--- config.mk ---
export PLATFORM = sky130hd
export DESIGN_NAME = debounce_scheduler
export DESIGN_NICKNAME = d
export VERILOG_FILES = /design/src/rtl/debounce_scheduler.sv
export SDC_FILE = /design/constraint.sdc
export NUM_CORES = 1
export LEC_CHECK = 0
export CORE_ASPECT_RATIO = 0.8
export CORE_MARGIN = 5
export CORE_UTILIZATION = 45
export DETAILED_ROUTE_END_ITERATION = 6
export PLACE_DENSITY = 0.65
export SYNTH_ARGS = -nofsm -noshare
export SYNTH_HDL_FRONTEND = slang
export SYNTH_SLANG_ARGS = --single-unit
--- constraint.sdc ---
create_clock -name clk -period 2.49 [get_ports clk]
set_input_delay 0.498 -clock clk [delete_from_list [all_inputs] [get_ports clk]]
set_output_delay 0.498 -clock clk [all_outputs]
set_load 0.005 [all_outputs]
--- src/rtl/debounce_scheduler.sv ---
// rtl/debounce_scheduler.sv - shared-timer debouncer with round-robin channel scheduling
//
// Debounces N_INPUTS raw inputs with one shared stable-time counter. A round-robin
// scheduler hands the counter to one changed (pending) input at a time; the input
// commits after DEBOUNCE_CYCLES stable cycles or is dropped if it reverts.
//
// Ports:
//   clk            system clock
//   rst            asynchronous active-high reset
//   signal_in      raw asynchronous inputs [N_INPUTS]
//   signal_out     debounced levels [N_INPUTS]
//   pulse_out      one-cycle pulse on a committed 0->1 transition [N_INPUTS]
//   fall_pulse_out one-cycle pulse on a committed 1->0 transition [N_INPUTS]
//                  (present only when DEBOUNCE_SCHED_FALL_PULSE_EN is defined)
//   busy           high while the timer is granted to a channel
//   active_idx     channel holding the timer; last grant while idle
//
// Optional feature macro: DEBOUNCE_SCHED_FALL_PULSE_EN

module debounce_scheduler #(
    parameter int N_INPUTS         = 4,
    parameter int CLK_FREQ_HZ      = 12000000,
    parameter int DEBOUNCE_TIME_MS = 10
) (
    input  logic                        clk,
    input  logic                        rst,
    input  logic [N_INPUTS-1:0]         signal_in,
    output logic [N_INPUTS-1:0]         signal_out,
    output logic [N_INPUTS-1:0]         pulse_out,
`ifdef DEBOUNCE_SCHED_FALL_PULSE_EN
    output logic [N_INPUTS-1:0]         fall_pulse_out,
`endif
    output logic                        busy,
    output logic [$clog2(N_INPUTS)-1:0] active_idx
);

    localparam int DEBOUNCE_CYCLES = CLK_FREQ_HZ / 1000 * DEBOUNCE_TIME_MS;
    localparam int TW = $clog2(DEBOUNCE_CYCLES);
    localparam int IW = $clog2(N_INPUTS);
    localparam logic [TW-1:0] TC = TW'(DEBOUNCE_CYCLES - 1);

    localparam logic [0:0] IDLE  = 1'b0;
    localparam logic [0:0] COUNT = 1'b1;

    logic [N_INPUTS-1:0] sync_a;
    logic [N_INPUTS-1:0] sync_b;
    logic [N_INPUTS-1:0] pending;
    logic [0:0]          state;
    logic [TW-1:0]       timer;
    logic [IW-1:0]       rr_ptr;
    logic [IW-1:0]       grant;
    logic                grant_valid;

    // A channel needs service whenever its synchronised level differs from its committed level.
    always_comb begin
        pending = sync_b ^ signal_out;
    end

    // Round-robin search starting just after the most recent grant, wrapping modulo N_INPUTS.
    always_comb begin
        int            c;
        logic [IW-1:0] cidx;
        grant       = '0;
        grant_valid = 1'b0;
        c           = 0;
        cidx        = '0;
        for (int k = 1; k <= N_INPUTS; k++) begin
            c = int'(rr_ptr) + k;
            if (c >= N_INPUTS) begin
                c = c - N_INPUTS;
            end
            cidx = IW'(c);
            if (!grant_valid && pending[cidx]) begin
                grant       = cidx;
                grant_valid = 1'b1;
            end
        end
    end

    assign busy = (state == COUNT);

    always_ff @(posedge clk or posedge rst) begin
        if (rst) begin
            sync_a     <= '0;
            sync_b     <= '0;
            signal_out <= '0;
            pulse_out  <= '0;
`ifdef DEBOUNCE_SCHED_FALL_PULSE_EN
            fall_pulse_out <= '0;
`endif
            state      <= IDLE;
            timer      <= '0;
            rr_ptr     <= IW'(N_INPUTS - 1);
            active_idx <= '0;
        end else begin
            sync_a    <= signal_in;
            sync_b    <= sync_a;
            pulse_out <= '0;
`ifdef DEBOUNCE_SCHED_FALL_PULSE_EN
            fall_pulse_out <= '0;
`endif
            if (state == IDLE) begin
                if (grant_valid) begin
                    active_idx <= grant;
                    rr_ptr     <= grant;
                    timer      <= '0;
                    state      <= COUNT;
                end
            end else begin
                if (sync_b[active_idx] == signal_out[active_idx]) begin
                    // Input bounced back to its committed level: release the timer, no output.
                    state <= IDLE;
                end else if (timer == TC) begin
                    signal_out[active_idx] <= sync_b[active_idx];
                    pulse_out[active_idx]  <= sync_b[active_idx];
`ifdef DEBOUNCE_SCHED_FALL_PULSE_EN
                    fall_pulse_out[active_idx] <= ~sync_b[active_idx];
`endif
                    state <= IDLE;
                end else begin
                    timer <= timer + 1'b1;
                end
            end
        end
    end

endmodule

Yosys cells after proc, flatten, opt, wreduce, memory -nomap -nowiden
Index checks and enable logic that the tools add are counted.
{"block": "totals", "reg_bits": 38, "inputBits": 6, "out_inout_bits": 11, "wordCells": 84}
{"block": "op_classes", "n_addsub": 9, "n_lt_le_gt_ge": 10, "eq_ne": 4, "muxes": 38, "bitwise": 4, "n_reduce_logical": 11}
{"operator": "2-to-1 mux 17 bit", "n": 4}
{"operator": "adder 17 x 1 -> 17 bit, second input constant", "n": 1}
{"operator": "equality test 17 bit, second input constant", "n": 1}
{"operator": "2-to-1 mux 2 bit", "n": 8}
{"operator": "less-than comparator 2 x 3 -> 1 bit, second input constant", "n": 5}
{"operator": "2-to-1 mux 1 bit", "n": 15}
{"operator": "binary-select mux 1 bit (select 2 bit)", "n": 6}
{"operator": "2-to-1 mux 4 bit", "n": 3}
{"operator": "greater-or-equal comparator 3 bit, second input constant", "n": 3}
{"operator": "subtractor 2 x 1 -> 2 bit, second input constant", "n": 4}
{"operator": "adder 2 x 2 -> 3 bit, second input constant", "n": 2}
{"operator": "AND reduction 3 bit", "n": 2}
{"operator": "adder 2 x 3 -> 4 bit, second input constant", "n": 1}
{"operator": "bitwise AND 4 bit", "n": 1}
{"operator": "bitwise mux 4 bit", "n": 1}
{"operator": "greater-or-equal comparator 4 x 3 -> 1 bit, second input constant", "n": 1}
{"operator": "logical AND 1 bit", "n": 4}
{"operator": "!= test 2 bit, second input constant", "n": 2}
{"operator": "XOR 4 bit", "n": 1}
{"operator": "adder 2 x 1 -> 3 bit, second input constant", "n": 1}
{"operator": "logical NOT 1 bit", "n": 3}
{"operator": "demux 1 bit (select 2 bit)", "n": 1}
{"operator": "greater-or-equal comparator 2 x 1 -> 1 bit, second input constant", "n": 1}
{"operator": "NOT 1 bit", "n": 2}
{"operator": "other kinds (3)", "n": 3}

Logic depth before layout (Yosys ltp)
{"block": "depth", "ltp_word": 17, "ltp_mapped": 7, "mapped_depth_nobuf": 7}

Least setup slack after synthesis
OpenSTA, ideal clock, no wires.
{"block": "synth_timing", "path_kind": "register to register", "from": "register timer[0]", "to": "register timer[11]", "setup_time_ns": 0.119, "t_arrival_ns": 1.915, "required_time_ns": 2.371, "setup_slack_ns": 0.457, "stages_incl_launch_ff": 8, "n_path_buf": 1, "synth_period_minus_slack_ns": 2.033, "path_cell_list": "dfrtp_1 > ha_1 > and4_1 > and4_1 > or3_1 > buf_2 > o31a_1 > o21a_1"}
{"block": "synth_via", "elab_chain_cells": 4, "word_cells_on_any_way": 7, "classes_between": "add/sub (1); eq/ne (2); mux (3); reduce/logical (1)"}
{"element": "start, declared", "line": "49", "source": "logic [TW-1:0] timer;"}
{"element": "start signal, assigned", "line": "121", "source": "timer <= timer + 1'b1;"}
{"element": "adder 17 x 1 -> 17 bit", "line": "121"}
{"element": "2-to-1 mux 17 bit", "line": "113", "source": "end else if (timer == TC) begin"}
{"element": "2-to-1 mux 17 bit", "line": "110", "source": "if (sync_b[active_idx] == signal_out[active_idx]) begin"}
{"element": "2-to-1 mux 17 bit", "line": "102", "source": "if (state == IDLE) begin"}
Parallel ways exist; a longest one is shown, timed or not. The select of a mux whose other input is x is not followed.
A chain may end at the register's enable or synchronous reset.

Worst setup path after layout
{"block": "layout_timing", "from": "register signal_out[1]", "to": "register timer[11]"}
{"block": "layout_via", "elab_chain_cells": 15, "word_cells_on_any_way": 25, "classes_between": "eq/ne (2); mux (14); bitwise (1); reduce/logical (8)"}
{"element": "start, declared", "line": "28", "source": "output logic [N_INPUTS-1:0] signal_out,"}
{"element": "start signal, assigned by index", "line": "114", "source": "signal_out[active_idx] <= sync_b[active_idx];"}
{"element": "XOR 4 bit", "line": "56", "source": "pending = sync_b ^ signal_out;"}
{"element": "binary-select mux 1 bit (select 2 bit)", "line": "73", "source": "if (!grant_valid && pending[cidx]) begin"}
{"element": "2-to-1 mux 1 bit (implied by the code)", "line": "73"}
{"element": "2-to-1 mux 1 bit", "line": "73"}
{"element": "logical NOT 1 bit", "line": "73"}
{"element": "logical AND 1 bit", "line": "73"}
{"element": "2-to-1 mux 1 bit", "line": "73"}
{"element": "logical NOT 1 bit", "line": "73"}
{"element": "logical AND 1 bit", "line": "73"}
{"element": "2-to-1 mux 1 bit", "line": "73"}
{"element": "logical NOT 1 bit", "line": "73"}
{"element": "logical AND 1 bit", "line": "73"}
{"element": "2-to-1 mux 1 bit", "line": "73"}
{"element": "nonzero test 2 bit (no source line)"}
{"element": "AND reduction 3 bit (no source line) *"}
Every way passes the cells marked *; elsewhere a longest branch is shown, timed or not. The select of a mux whose other input is x is not followed.

==> summary.txt <==
CTS
  • Clk root buf: clkbuf_8
  • CTS sink cnt: 38
  • CTS Buffer Depth: 2
  • Clk_lat worst skew: 0.28 ns
  • H-tree Lvls: 2
  • Clock Pin Slew Worst Setup and Hold Paths: about 0.070 ns
  • CTS Hold Bufs: 0
  • TritonCTS clock tree: done
  • Postcts setup bufs: 0
  • Post-cts resize count: 0
  • CTS buffer count: 5

Global routing
  • Gr ovfl total: 0
  • Met1 usage: a little over a fifth
  • GRT Max-Usage Layer: met2
  • Vias in the first global route: roughly 1,300
  • Global Route met2 Usage: ~23%
  • First-pass GRT wire length: roughly 6.2 mm
  • Largest net degree at the start of global routing: 39
  • Initial antenna violation count: 0
  • GRT Overall Usage: ~15%
  • Met3 Use GR: approximately 4.1%

Timing
  • Worst Max-Slew Pin Slew: slightly below 0.7 ns
  • Tcrit/Tclk final: 89.32%
  • Final min period: 2.224 ns
  • Final Hold Viols: 0
  • RSZ-0062 raised after global routing: no
  • Finish-stage setup viols: 0
  • Max Fclk: between 0.4 and 0.5 GHz
  • Rel. slew slack: a little over half
  • Slew Limit Fails: 0
  • Skew final: slightly above 0.007 ns
  • Setup TNS: 0 ns

Min path
  • Hold Path Origin: sync_a[2]
  • Tightest Hold Check Type: flip-flop to flip-flop

Final layout
  • # nets final: ~200
  • Fill count: about 330
  • Synth-to-Final Area Change: 18.68%
  • Share of cells above drive strength 1: roughly 10%
  • End-of-flow core utilization: a little under three fifths
  • Final instance area: between 2000 and 2500 sq um
  • Final Non-Filler Cells: approximately 250
  • Inserted Diodes: 0

Yosys
  • Syn_nets: between 150 and 200
  • Share of the synthesized area in the top cell type: 50.56%
  • Post-synth top area cell: dfrtp_1
  • Main combinational cell family by area after synthesis: simple AND/OR/NAND/NOR gates
  • Most frequent cell after synthesis: dfrtp_1
  • Synth Area in Adders: less than 1%
  • Synth warnings: 0
  • Seq cells post-synth: 38
  • Library cells used by synthesis: between 40 and 50
  • Synth area leaders: dfrtp_1 (51%), xnor2_1 (5.4%), nand2_1 (4.6%), dfstp_2 (2.9%), nor4_1 (2.8%)
  • Mux cell area share after synthesis: roughly 2.9%
  • Asr flop ratio synth: 100.0%
  • Synth Area in Simple Gates: 25.28%
  • Main flop type after synthesis: dfrtp_1
  • Post-synth EDFFs: 0
  • Compound-cell area share of the yosys netlist: approximately a tenth
  • Mean Syn Cell Area: between 10 and 15 sq um
  • Synthesized cell area: ~1800 sq um
  • Synth cell count leaders: dfrtp_1 (36), nand2_1 (22), xnor2_1 (11), nor2_1 (10), nand3_1 (9)
  • Seq/Total Area, Yosys: a little over half
  • Post-Synthesis Cells: 169
  • Post-Synth XOR/XNOR Area: 5.407%

Floorplan
  • Die area: between 5000 and 6000 sq um
  • Die Y: about 66 um
  • Die Span X: roughly 80 um
  • Core box area: between 3000 and 4000 sq um
  • Total I/O pin count: 17
  • # rows: 20
  • Initial Util: between 40 and 50%

Routing
  • Wire per inst: 14.26 um
  • Drc violations: 0
  • Vias: ~1,300
  • DRT antenna net count: 0
  • Routed vias/inst: around 5.5
  • Starting DRT DRC Count: around 200
  • DR pass1 iterations: 4
  • Post-Route WL: between 3 and 4 mm

Critical path
  • Max FO, Critical Path: 8
  • Worst Path Arrival: between 2 and 2.5 ns
  • Critical path launch point: signal_out[1]
  • Worst path cell trace: xnor2_1 -> a221o_1 -> or3_1 -> o31a_1 -> o21a_1
  • Startpoint types: flip-flop
  • CP peak stage delay: 0.53 ns
  • CP max stage cell: or3_1
  • Crit. End Element: flip-flop
  • WP data required: approximately 2.7 ns
  • Type of the worst setup path: flip-flop to flip-flop
  • CP bufs+invs: 0
  • Worst path top cell family by delay: compound AO/OA/AOI/OAI gates
  • FF-to-FF Start: signal_out[1]

Power and ir drop
  • Leak: between 0.9 and 1 nW
  • Peak VDD IR: roughly 0.36 mV
  • Cell Pwr Density: a little over 800 nW/um^2

Status
  • Outcome: finished clean

Place
  • IO buf count: 16
  • Placed Area: approximately 2000 sq um
  • Placer Congestion: ~0.9
  • Placed Cells: 239
  • Post-DP HPWL: ~2.5 mm

Flow run
  • Max Cap Violations: 0
==> power breakdown <==
group          internal (W)  leakage (nW)  switching, W
Sequential         0.000699         0.497     0.0000777
Combinational      0.000207         0.405      0.000320
Clock              0.000222        0.0472      0.000201
Total               0.00113         0.949      0.000599
==> registers in the layout, summed over array words and instances, names as in the netlist <==
name,cells
busy,1
timer,17
pulse_out,4
rr_ptr,2
sync_a,4
active_idx,2
signal_out,4
sync_b,4
==> metal layers <==
layer	up-vias	wire, um
li1	667	-
met1	642	1657
met2	37	1639
met3	2	202
met4	0	23
met5	-	0
==> worst register-to-register path: stages, from the launching register on <==
cell	delay (ns)
dfrtp_1	0.41
xnor2_1	0.22
a221o_1	0.44
or3_1	0.53
o31a_1	0.34
o21a_1	0.18
==> layout by cell type, fill, tap and decap left out, drive strengths merged, types with 2 or more instances in the layout <==
cell type,netlist,layout
a21o,4,4
a21oi,2,2
a31oi,2,2
and2,2,2
and3,7,7
and4,4,4
buf,3,5
clkbuf,3,6
clkdlybuf4s50,0,16
dfrtp,36,36
dfstp,2,2
inv,4,4
mux2i,4,4
nand2,22,22
nand3,9,9
nand4,5,5
nor2,10,10
nor2b,2,2
nor3,3,3
nor4,9,9
nor4b,3,3
o21ai,4,4
xnor2,11,11
==> logic make-up after synthesis <==
| logic type | after synthesis |
|---|---|
| muxes | 5 |
| AOI/OAI and AO/OA | 24 |
| adders and majority gates | 1 |
| buffers and inverters | 10 |
| xor gates and xnor gates | 11 |
| DFF | 38 |
| and+or+nand+nor | 80 |
==> path summary, 6_finish.rpt <==
check                                  to  slack, ns  cells after the start
worst max-delay path            timer[11]       0.27                      5
worst min-delay path            sync_b[2]       0.35                      0
worst max register to register  timer[11]       0.27                      5
worst min register to register  sync_b[2]       0.35                      0
max in group asynchronous       rr_ptr[1]       1.50                      3
min in group asynchronous       sync_a[2]       0.63                      3
==> metrics by stage <==
step                      total power, W  hold slack (ns)  setup slack (ns)
final                           0.001727           0.3501            0.2660
after global routing            0.001851           0.3703            0.1109
after CTS                       0.001746           0.3539            0.2650
after detailed placement        0.001312           0.3356            0.2826
after global placement          0.001296           0.3332            0.3227
after floorplan                 0.001124           0.3312            0.4566
==> final cells by class <==
cell class,count,area [sq um],share of cell area (%)
clock buffers,6,82.58,3.905
clock inverters,2,12.51,0.5917
inverters,4,15.01,0.7101
multi-input cells,121,784.5,37.10
flip-flops and latches,38,953.4,45.09
well taps,55,68.82,3.254
repair buffers,21,197.7,9.349
No activity file was read; power rests on OpenSTA's default activity.
==> RTL edit: new RTL, config.mk and constraints unchanged <==
Add a define of `DEBOUNCE_SCHED_FALL_PULSE_EN`.
--- a/src/rtl/debounce_scheduler.sv
+++ b/src/rtl/debounce_scheduler.sv
@@ -16,6 +16,8 @@
 //   active_idx     channel holding the timer; last grant while idle
 //
 // Optional feature macro: DEBOUNCE_SCHED_FALL_PULSE_EN
+
+`define DEBOUNCE_SCHED_FALL_PULSE_EN
 
 module debounce_scheduler #(
     parameter int N_INPUTS         = 4,
Check against the original RTL (old outputs only; new: fall_pulse_out): equivalent (equiv_simple and equiv_induct, registers matched by name and starting in step).
==> RTL edit against the unedited design <==
  * Non-clock buffer count grew 3
  * Cell area rose by 13%
  * Sequential power rose by 14%
  * Clock power grew 26%
  * Worst setup slack lost 0.050 ns
  * Sequential share of layout area shrank 1.1 points
  * Power up 9.6%
  * Sequential cell count grew 4
  * Clock skew decreased by 0.0014 ns
  * Synthesized area increased by 13%
  * Wire length rose by 28%
  * Critical path type unchanged
  * Largest power group unchanged
==> RTL edit: results (changes against the unedited design) <==
- DR iter-0 viols: 189 (was 201)
- Placed Instance Area: 2280 µm² (was 2020 µm²)
- Clk network pwr share: 28.2% (was 24.5%)
- DRT Wirelength: 4490 µm (was 3520 µm)
- R2R Path End: timer[13] (was timer[11])
- Vias after detailed routing: 1582 (was 1348)
- Period utilisation layout: 91.3% (was 89.3%)
- Buffers on Ports: 20 (was 16)
- GR Util met3: 3.80% (was 4.09%)
- Sequential-to-total area share from yosys stat: 52.3% (was 53.5%)
- Hold path endpoint: sync_b[0] (was sync_b[2])
- Worst-margin pin slew: 0.585 ns (was 0.680 ns)
- Clock Skew: 0.00571 ns (was 0.00711 ns)
- Status: completed (unchanged)
- # nets final: 217 (was 198)
- Adder-cell share of the synthesized area: 0.622% (was 0.702%)
- Seq pwr: 0.887 mW (was 0.776 mW)
- Mux cell area share after synthesis: 4.91% (was 2.88%)
- Arr. time, crit path: 2.49 ns (was 2.40 ns)
- Met2 usage: 24.6% (was 23.2%)
- Metal-1 WL: 2100 µm (was 1660 µm)
- Kind of cell adding the most delay to the critical path: simple AND/OR/NAND/NOR gates (was compound AO/OA/AOI/OAI gates)
- Compound-cell area share of the yosys netlist: 14.2% (was 9.76%)
- Int Pwr: 1.26 mW (was 1.13 mW)
- Main area contributors after synthesis: dfrtp_1 (50%), nand2_1 (3.4%), mux4_2 (3.4%) (was dfrtp_1 (51%), xnor2_1 (5.4%), nand2_1 (4.6%))
- Tot GR Track Use: 16.5% (was 15.2%)
- Distinct cells, synth: 48 (was 43)
[RTL edit: cell types whose count changed in the layout (fill, tap and decap cells not counted), sizes merged, moves of 4 or more]
cell and delta:
nand2 -4, o211ai +5, and3 -5, clkdlybuf4s50 +4, nor4 -5, nor3 +4, xnor2 -4, dfrtp +4
o31ai +6, xor2 +6
[RTL edit: through the flow]
step | total power, mW | util (%) | cells | hold slack (ns)
2_1_floorplan | 1.19 | - | 187 | 0.331
3_3_place_gp | 1.34 | 53.6 | 260 | 0.334
3_5_place_dp | 1.37 | 53.6 | 260 | 0.336
4_1_cts | 1.90 | 56.2 | 268 | 0.354
5_1_grt | 2.00 | 56.2 | 268 | 0.361
6_report | 1.89 | 56.2 | 268 | 0.353
[RTL edit: cell type report]
type | count | area [µm²]
Fill cell | 384 | 1860
Sequential cell | 42 | 1050
Multi-Input combinational cell | 132 | 908
Timing Repair Buffer | 24 | 230
Clock buffer | 6 | 72.6
Tap cell | 57 | 71.3
Clock inverter | 2 | 37.5
Inverter | 5 | 18.8
